--- src/rtl/wb_cmd_master_if.sv ---
// Command, response and Wishbone classic signals of wb_cmd_master.
// master = the initiator's view; slave = host plus bus side.
interface wb_cmd_master_if;
  logic       cmd_valid;
  logic       cmd_ready;
  logic       cmd_write;
  logic [7:0] cmd_addr;
  logic [7:0] cmd_data;
  logic       rsp_valid;
  logic       rsp_ready;
  logic [7:0] rsp_data;
  logic       rsp_write;
  logic       rsp_err;
  logic [7:0] wb_adr_o;
  logic [7:0] wb_dat_o;
  logic [7:0] wb_dat_i;
  logic       wb_cyc_o;
  logic       wb_stb_o;
  logic       wb_we_o;
  logic       wb_ack_i;

  modport master (
    input  cmd_valid, cmd_write, cmd_addr, cmd_data,
    input  rsp_ready, wb_dat_i, wb_ack_i,
    output cmd_ready, rsp_valid, rsp_data,
    output rsp_write, rsp_err,
    output wb_adr_o, wb_dat_o, wb_cyc_o,
    output wb_stb_o, wb_we_o
  );

  modport slave (
    output cmd_valid, cmd_write, cmd_addr, cmd_data,
    output rsp_ready, wb_dat_i, wb_ack_i,
    input  cmd_ready, rsp_valid, rsp_data,
    input  rsp_write, rsp_err,
    input  wb_adr_o, wb_dat_o, wb_cyc_o,
    input  wb_stb_o, wb_we_o
  );
endinterface

--- src/rtl/wb_cmd_master.sv ---
// Command stream to single 8-bit Wishbone classic cycles,
// one response per command, with a bus timeout.
module wb_cmd_master #(
  parameter int unsigned TIMEOUT = 255
) (
  input  logic       clk,
  input  logic       rst_n,
  wb_cmd_master_if.master bus,
  output logic       busy,
  output logic [7:0] err_count
);

  localparam int unsigned CW =
    (TIMEOUT > 1) ? $clog2(TIMEOUT) : 1;
  localparam logic [CW-1:0] CNT_LAST = CW'(TIMEOUT - 1);

  typedef enum logic [1:0] {
    IDLE,
    BUS,
    RESP
  } state_e;

  state_e        state_q, state_d;
  logic [CW-1:0] cnt_q, cnt_d;
  logic [7:0]    adr_q, adr_d;
  logic [7:0]    dat_q, dat_d;
  logic          we_q, we_d;
  logic [7:0]    rdata_q, rdata_d;
  logic          rerr_q, rerr_d;
  logic          rwr_q, rwr_d;
  logic [7:0]    errc_q, errc_d;

  always_comb begin
    state_d = state_q;
    cnt_d   = cnt_q;
    adr_d   = adr_q;
    dat_d   = dat_q;
    we_d    = we_q;
    rdata_d = rdata_q;
    rerr_d  = rerr_q;
    rwr_d   = rwr_q;
    errc_d  = errc_q;
    unique case (state_q)
      IDLE: begin
        if (bus.cmd_valid) begin
          adr_d   = bus.cmd_addr;
          dat_d   = bus.cmd_data;
          we_d    = bus.cmd_write;
          rwr_d   = bus.cmd_write;
          cnt_d   = '0;
          state_d = BUS;
        end
      end
      BUS: begin
        // ack has priority over an expiring timeout
        if (bus.wb_ack_i) begin
          we_d    = 1'b0;
          rdata_d = we_q ? 8'h00 : bus.wb_dat_i;
          rerr_d  = 1'b0;
          state_d = RESP;
        end else if (cnt_q == CNT_LAST) begin
          we_d    = 1'b0;
          rdata_d = 8'h00;
          rerr_d  = 1'b1;
          if (errc_q != 8'hFF) begin
            errc_d = errc_q + 8'd1;
          end
          state_d = RESP;
        end else begin
          cnt_d = cnt_q + 1'b1;
        end
      end
      RESP: begin
        if (bus.rsp_ready) begin
          state_d = IDLE;
        end
      end
      default: state_d = IDLE;
    endcase
  end

  always_ff @(posedge clk or negedge rst_n) begin
    if (!rst_n) begin
      state_q <= IDLE;
      cnt_q   <= '0;
      adr_q   <= 8'h00;
      dat_q   <= 8'h00;
      we_q    <= 1'b0;
      rdata_q <= 8'h00;
      rerr_q  <= 1'b0;
      rwr_q   <= 1'b0;
      errc_q  <= 8'h00;
    end else begin
      state_q <= state_d;
      cnt_q   <= cnt_d;
      adr_q   <= adr_d;
      dat_q   <= dat_d;
      we_q    <= we_d;
      rdata_q <= rdata_d;
      rerr_q  <= rerr_d;
      rwr_q   <= rwr_d;
      errc_q  <= errc_d;
    end
  end

  assign bus.cmd_ready = (state_q == IDLE);
  assign bus.rsp_valid = (state_q == RESP);
  assign bus.rsp_data  = rdata_q;
  assign bus.rsp_err   = rerr_q;
  assign bus.rsp_write = rwr_q;
  assign bus.wb_adr_o  = adr_q;
  assign bus.wb_dat_o  = dat_q;
  assign bus.wb_we_o   = we_q;
  assign bus.wb_cyc_o  = (state_q == BUS);
  assign bus.wb_stb_o  = (state_q == BUS);
  assign busy          = (state_q != IDLE);
  assign err_count     = errc_q;

endmodule

--- src/flat_wrapper.sv ---
// flat-port wrapper written by rule: the top's interface ports become plain ports
module wb_cmd_master_flat 
#(
  parameter int unsigned TIMEOUT = 255
)
  (clk, rst_n, busy, err_count, bus_cmd_valid, bus_cmd_write, bus_cmd_addr, bus_cmd_data, bus_rsp_ready, bus_wb_dat_i, bus_wb_ack_i, bus_cmd_ready, bus_rsp_valid, bus_rsp_data, bus_rsp_write, bus_rsp_err, bus_wb_adr_o, bus_wb_dat_o, bus_wb_cyc_o, bus_wb_stb_o, bus_wb_we_o);
  wb_cmd_master_if bus_i ();
  input  logic clk;
  input  logic rst_n;
  output logic busy;
  output logic [7:0] err_count;
  input wire logic [$bits(bus_i.cmd_valid)-1:0] bus_cmd_valid;
  input wire logic [$bits(bus_i.cmd_write)-1:0] bus_cmd_write;
  input wire logic [$bits(bus_i.cmd_addr)-1:0] bus_cmd_addr;
  input wire logic [$bits(bus_i.cmd_data)-1:0] bus_cmd_data;
  input wire logic [$bits(bus_i.rsp_ready)-1:0] bus_rsp_ready;
  input wire logic [$bits(bus_i.wb_dat_i)-1:0] bus_wb_dat_i;
  input wire logic [$bits(bus_i.wb_ack_i)-1:0] bus_wb_ack_i;
  output wire logic [$bits(bus_i.cmd_ready)-1:0] bus_cmd_ready;
  output wire logic [$bits(bus_i.rsp_valid)-1:0] bus_rsp_valid;
  output wire logic [$bits(bus_i.rsp_data)-1:0] bus_rsp_data;
  output wire logic [$bits(bus_i.rsp_write)-1:0] bus_rsp_write;
  output wire logic [$bits(bus_i.rsp_err)-1:0] bus_rsp_err;
  output wire logic [$bits(bus_i.wb_adr_o)-1:0] bus_wb_adr_o;
  output wire logic [$bits(bus_i.wb_dat_o)-1:0] bus_wb_dat_o;
  output wire logic [$bits(bus_i.wb_cyc_o)-1:0] bus_wb_cyc_o;
  output wire logic [$bits(bus_i.wb_stb_o)-1:0] bus_wb_stb_o;
  output wire logic [$bits(bus_i.wb_we_o)-1:0] bus_wb_we_o;
  assign bus_i.cmd_valid = bus_cmd_valid;
  assign bus_i.cmd_write = bus_cmd_write;
  assign bus_i.cmd_addr = bus_cmd_addr;
  assign bus_i.cmd_data = bus_cmd_data;
  assign bus_i.rsp_ready = bus_rsp_ready;
  assign bus_i.wb_dat_i = bus_wb_dat_i;
  assign bus_i.wb_ack_i = bus_wb_ack_i;
  assign bus_cmd_ready = bus_i.cmd_ready;
  assign bus_rsp_valid = bus_i.rsp_valid;
  assign bus_rsp_data = bus_i.rsp_data;
  assign bus_rsp_write = bus_i.rsp_write;
  assign bus_rsp_err = bus_i.rsp_err;
  assign bus_wb_adr_o = bus_i.wb_adr_o;
  assign bus_wb_dat_o = bus_i.wb_dat_o;
  assign bus_wb_cyc_o = bus_i.wb_cyc_o;
  assign bus_wb_stb_o = bus_i.wb_stb_o;
  assign bus_wb_we_o = bus_i.wb_we_o;
  wb_cmd_master #(.TIMEOUT(TIMEOUT)) u_core (.clk(clk), .rst_n(rst_n), .bus(bus_i), .busy(busy), .err_count(err_count));
endmodule
--- config.mk ---
export PLATFORM = sky130hd
export DESIGN_NAME = wb_cmd_master_flat
export DESIGN_NICKNAME = d
export VERILOG_FILES = /design/src/rtl/wb_cmd_master_if.sv /design/src/rtl/wb_cmd_master.sv /design/src/flat_wrapper.sv
export SDC_FILE = /design/constraint.sdc
export NUM_CORES = 1
export LEC_CHECK = 0
export BUFFER_PORTS_ARGS = -buffer_cell sky130_fd_sc_hd__buf_2
export CAP_MARGIN = 10
export CORE_MARGIN = 2
export CORE_UTILIZATION = 40
export DETAILED_ROUTE_END_ITERATION = 12
export GPL_TIMING_DRIVEN = 0
export PLACE_DENSITY_LB_ADDON = 0.3
export SYNTH_ARGS = -nofsm -noshare
export SYNTH_HDL_FRONTEND = slang
export SYNTH_SLANG_ARGS = --single-unit
--- constraint.sdc ---
create_clock -name clk -period 2.6 [get_ports clk]
set_input_delay 0.52 -clock clk [delete_from_list [all_inputs] [get_ports clk]]
set_output_delay 0.52 -clock clk [all_outputs]
set_load 0.01 [all_outputs]
== Word-level counts from Yosys, hierarchy flattened ==
Index checks and enable logic that the tools add are counted.
Widths: inputs -> output; s select.

* Bits in registers: 45
* Bits of input ports: 30
* Word-level logic and storage cells: 49

* $add $sub $neg: 2
* Equality and inequality tests: 9
* Muxes and demuxes: 18
* Bitwise operators: 1
* Reductions and logical operators: 10

{| class="wikitable"
|+ Operators with widths
! operator !! number
|-
| $mux 8 || 6
|-
| $add 8x1->8 const B || 2
|-
| $pmux 8 s2 || 1
|-
| $eq 8x8->1 const B || 1
|-
| $mux 2 || 4
|-
| $ne 2x2->1 const B || 4
|-
| $ne 8x8->1 const B || 1
|-
| $reduce_and 4->1 || 2
|-
| $pmux 2 s3 || 1
|-
| $reduce_and 3->1 || 2
|-
| $reduce_bool 2->1 || 3
|-
| $mux 1 || 5
|-
| $reduce_and 2->1 || 2
|-
| $ne 3x2->1 const B || 1
|-
| $eq 2x1->1 const B || 1
|-
| $eq 2x2->1 const B || 1
|-
| $logic_not 2->1 || 1
|-
| $pmux 1 s2 || 1
|-
| $not 1->1 || 1
|}

== Logic depth before layout (Yosys ltp) ==
* Depth after elaboration: 4
* Gate-level depth with buffers: 6
* Depth with buffers taken out: 6

== Worst setup path after synthesis ==
No wires, ideal clock.

* Path kind: flip-flop to flip-flop
* From: register u_core.errc_q[0], in the netlist u_core.err_count[0]
* To: register u_core.errc_q[1], in the netlist u_core.err_count[1]
* Setup time: 0.125 ns
* Data arrival time: 1.582 ns
* Data required time: 2.475 ns
* Setup slack: 0.893 ns
* Cell stages (with the launch flop): 6
* Clock period less this slack: 1.707 ns
* Cell sequence: dfrtp_1 > ha_1 > nand2_1 > or3_1 > nand3_1 > mux2_2

* Longest elaborated chain between the ends: 2
* Elaborated cells on any way between the ends: 3
* Classes of those cells: add/sub (1); eq/ne (1); reduce/logical (1)

{| class="wikitable"
|+ RTL lines
! item !! RTL line !! source
|-
| start, declared || wb_cmd_master.sv:31 || <nowiki>logic [7:0] errc_q, errc_d;</nowiki>
|-
| start signal, assigned || wb_cmd_master.sv:102 || <nowiki>errc_q <= errc_d;</nowiki>
|-
| branches (longest 2 deep; another with $add 8x1->8) || n/a ||
|}

Several ways; the timed one is not identified.
A chain may end at the register's enable or synchronous reset.

== Worst setup path in the final report ==
* From: register u_core.state_q[1]
* To: output port bus_wb_stb_o

* Longest elaborated chain between the ends: 1

{| class="wikitable"
|+ RTL lines
! item !! RTL line !! source
|-
| start, declared || wb_cmd_master.sv:23 || <nowiki>state_e state_q, state_d;</nowiki>
|-
| start signal, assigned || wb_cmd_master.sv:94 || <nowiki>state_q <= state_d;</nowiki>
|-
| $eq 2x1->1 || wb_cmd_master.sv:115 || <nowiki>assign bus.wb_stb_o = (state_q == BUS);</nowiki>
|-
| end, declared || flat_wrapper.sv:27 || <nowiki>output wire logic [$bits(bus_i.wb_stb_o)-1:0] bus_wb_stb_o;</nowiki>
|}

No other way between the ends.

==> results.json <==
{
  "status": "finished, final reports clean",
  "min_period_ns": 1.88,
  "synth.largest_area_cell": "dfrtp_1",
  "synth_flop_cell": "dfrtp_1",
  "cts_buffer_depth": 2,
  "utilization_pct": 53.0,
  "grt_pass1_vias": 1487,
  "cts.hold.buffers_added": 0,
  "post_cts_resize_count": 0,
  "drc": 0,
  "dieArea_um2": 5510,
  "drt_pass1_iterations": 4,
  "met2_usage_pct": 25.0,
  "whs_ns": 0.379,
  "required_ns": 2.08,
  "yosys.cell_count.top_type": "dfrtp_1",
  "syn_area_per_cell_um2": 12.5,
  "yosysSeqAreaShare_pct": 57.1,
  "maxCapViolCount": 0,
  "port_buffers": 69,
  "gp_congestion": 0.796,
  "antenna_found_initial": 0,
  "clock-root-buffer": "clkbuf_8",
  "synth_area_leaders": "dfrtp_1, mux2_2, a22o_1, xnor2_1, o21ai_0",
  "slowest_delay_ns": 0.46,
  "max-slew-margin-rel_pct": 35.5,
  "switchingPower_uw": 813,
  "synth_cell_types": 32,
  "cp-start-kind": "flip-flop",
  "worst_pin_slew_ns": 0.968,
  "post_cts_buffers": 0,
  "synth_seq_cells": 45,
  "crit_chain": "nor2b_1 > buf_2 > buf_4 > buf_2",
  "power_frac_comb_pct": 35.8,
  "synth_edf_count": 0,
  "rows": 25,
  "crit_type": "flip-flop to output pin",
  "crit_fanout": 11,
  "clk_pin_slew_ns": 0.08,
  "numCtsBuffers": 5,
  "slew_viol_final": 0,
  "antenna_cells": 0,
  "clk_latency_ns": 0.29,
  "hold_violations": 0,
  "htree_num_levels": 2,
  "hold_path.class": "input pin to async pin",
  "syn-cell-area_um2": 1970,
  "cts_tree": "built",
  "setup_tns_ns": 0,
  "grt_pass1_wl_mm": 6.68,
  "post_drt_wl_per_cell_um": 13.2,
  "synthArstFlopShare_pct": 100,
  "synth_top_cell_area_share_pct": 57.1,
  "power.density_nw_per_um2": 992,
  "clkSinkCount": 45,
  "finalCritPeriodShare_pct": 72.1,
  "internal_power_mw": 1.68,
  "drive_above_1_share_pct": 44.7,
  "initial_core_util_pct": 41.5,
  "synth_top_cells_by_count": "dfrtp_1, mux2_2, a22o_1, o21ai_0",
  "crit_arrival_ns": 1.36,
  "num_io_pins": 70,
  "power.share.sequential_pct": 42.6,
  "core_um2": 4750,
  "overflow": 0,
  "swShare_pct": 32.6,
  "fin_worst_skew_ns": 0.00400,
  "pwr-share-clk_pct": 21.6,
  "finalNetCount": 267,
  "via_per_inst": 4.90,
  "use_met1_pct": 21.1,
  "layoutNonFillerInstCount": 302,
  "drt.antenna.violating_nets": 0,
  "fmax_mhz": 533,
  "fp.dieH_um": 74.2,
  "wl_mm": 4.00,
  "synthToLayoutAreaGrowth_pct": 27.6,
  "leakagePower_nw": 1.27,
  "vdd_drop_max_uv": 596,
  "dp_cells": 294,
  "dp_hpwl_mm": 2.90,
  "yosysWarnings": 0,
  "grt_most_used_layer": "met2",
  "grt_start_max_net_pins": 46,
  "met3_usage_pct": 5.42,
  "design_power_total_mw": 2.50,
  "cp_slowest_cell": "dfrtp_1",
  "vias": 1480,
  "synth_nets": 191,
  "die_w_um": 74.2,
  "cpMostUsedCell": "buf_2",
  "drt-initial-drc-count": 68,
  "end_kind": "output pin",
  "synthCells": 158,
  "rsz0062_at_grt": "false",
  "finalSetupViolations": 0,
  "grt_usage_pct": 16.1
}
worst paths after layout:
kind / slack, ns / cells after the start / start / end
max: 0.72 / 4 / u_core.state_q[1] / bus_wb_stb_o
min: 0.38 / 1 / rst_n / u_core.err_count[5]
max reg2reg: 0.79 / 5 / u_core.err_count[0] / u_core.err_count[1]
min reg2reg: 0.50 / 1 / u_core.cnt_q[7] / u_core.cnt_q[7]
max in group asynchronous: 1.62 / 1 / rst_n / u_core.bus.wb_adr_o[2]
min in group clk: 0.41 / 2 / bus_rsp_ready / u_core.state_q[1]
placed cells by master (no fill, tap or decap), drive strengths merged:
master	count
xor2	1
a31oi	5
nor4bb	1
o21a	1
inv	6
and3	4
a2bb2oi	2
nand2b	2
bufinv	1
nand3	7
nor2b	1
nand4	7
o21ai	10
a21oi	7
nor3b	2
clkbuf	7
a21boi	1
nor4b	1
dfrtp	45
a22o	8
nand2	7
mux2	18
nor2	7
mux2i	1
ha	3
buf	73
a31o	1
or3	1
xnor2	5
critical path: cells and delay by family, from the launching register on:
kind	cells	cell delay [ns]
flip-flops	1	0.46
buffers and inverters	3	0.47
AND/OR/NAND/NOR	1	0.13
logic make-up after synthesis:
kind of cell | after synthesis | synth area share, %
flops | 45 | 57.1
simple gates | 40 | 13.4
compound gates | 35 | 11.9
mux | 19 | 10.8
buf+inv | 10 | 2.28
xor+xnor | 6 | 2.66
fa+ha+maj | 3 | 1.90
power by group through the flow:
stage / sequential (mW) / clock [mW] / combinational, mW
after floorplan: 1.16 / 0 / 0.457
after global placement: 1.07 / 0 / 0.895
final: 1.06 / 0.540 / 0.894
after detailed placement: 1.07 / 0 / 0.911
after global routing: 1.10 / 0.585 / 0.993
after CTS: 1.07 / 0.559 / 0.911
cell type report:
cell class,instances,area (um2)
plain buffers,4,22.5
clock buffers,7,86.3
clock inverters,1,30.0
fillers,455,2240
inverters,6,22.5
multi-input cells,103,802
flip-flops and latches,45,1130
well taps,67,83.8
repair buffers,69,345
through the flow:
stage / setup slack [ns] / instance area (um2)
final: 0.724 / 2520
after detailed placement: 0.801 / 2400
after floorplan: 0.893 / 1970
after global routing: 0.596 / 2520
after global placement: 0.792 / 2400
after CTS: 0.681 / 2520
routing by layer:
metal,up-vias,wire [um]
met3,4,262
met5,-,0
met4,0,54
met2,46,1860
met1,703,1820
li1,727,-
sequential cells by signal, indices dropped and copies added, names as in the netlist:
signal / flops
u_core.state_q: 2
u_core.bus.wb_dat_o: 8
u_core.cnt_q: 8
u_core.bus.wb_adr_o: 8
u_core.bus.rsp_err: 1
u_core.bus.wb_we_o: 1
u_core.bus.rsp_data: 8
u_core.err_count: 8
u_core.bus.rsp_write: 1
Power figures use the tool's default switching activity.
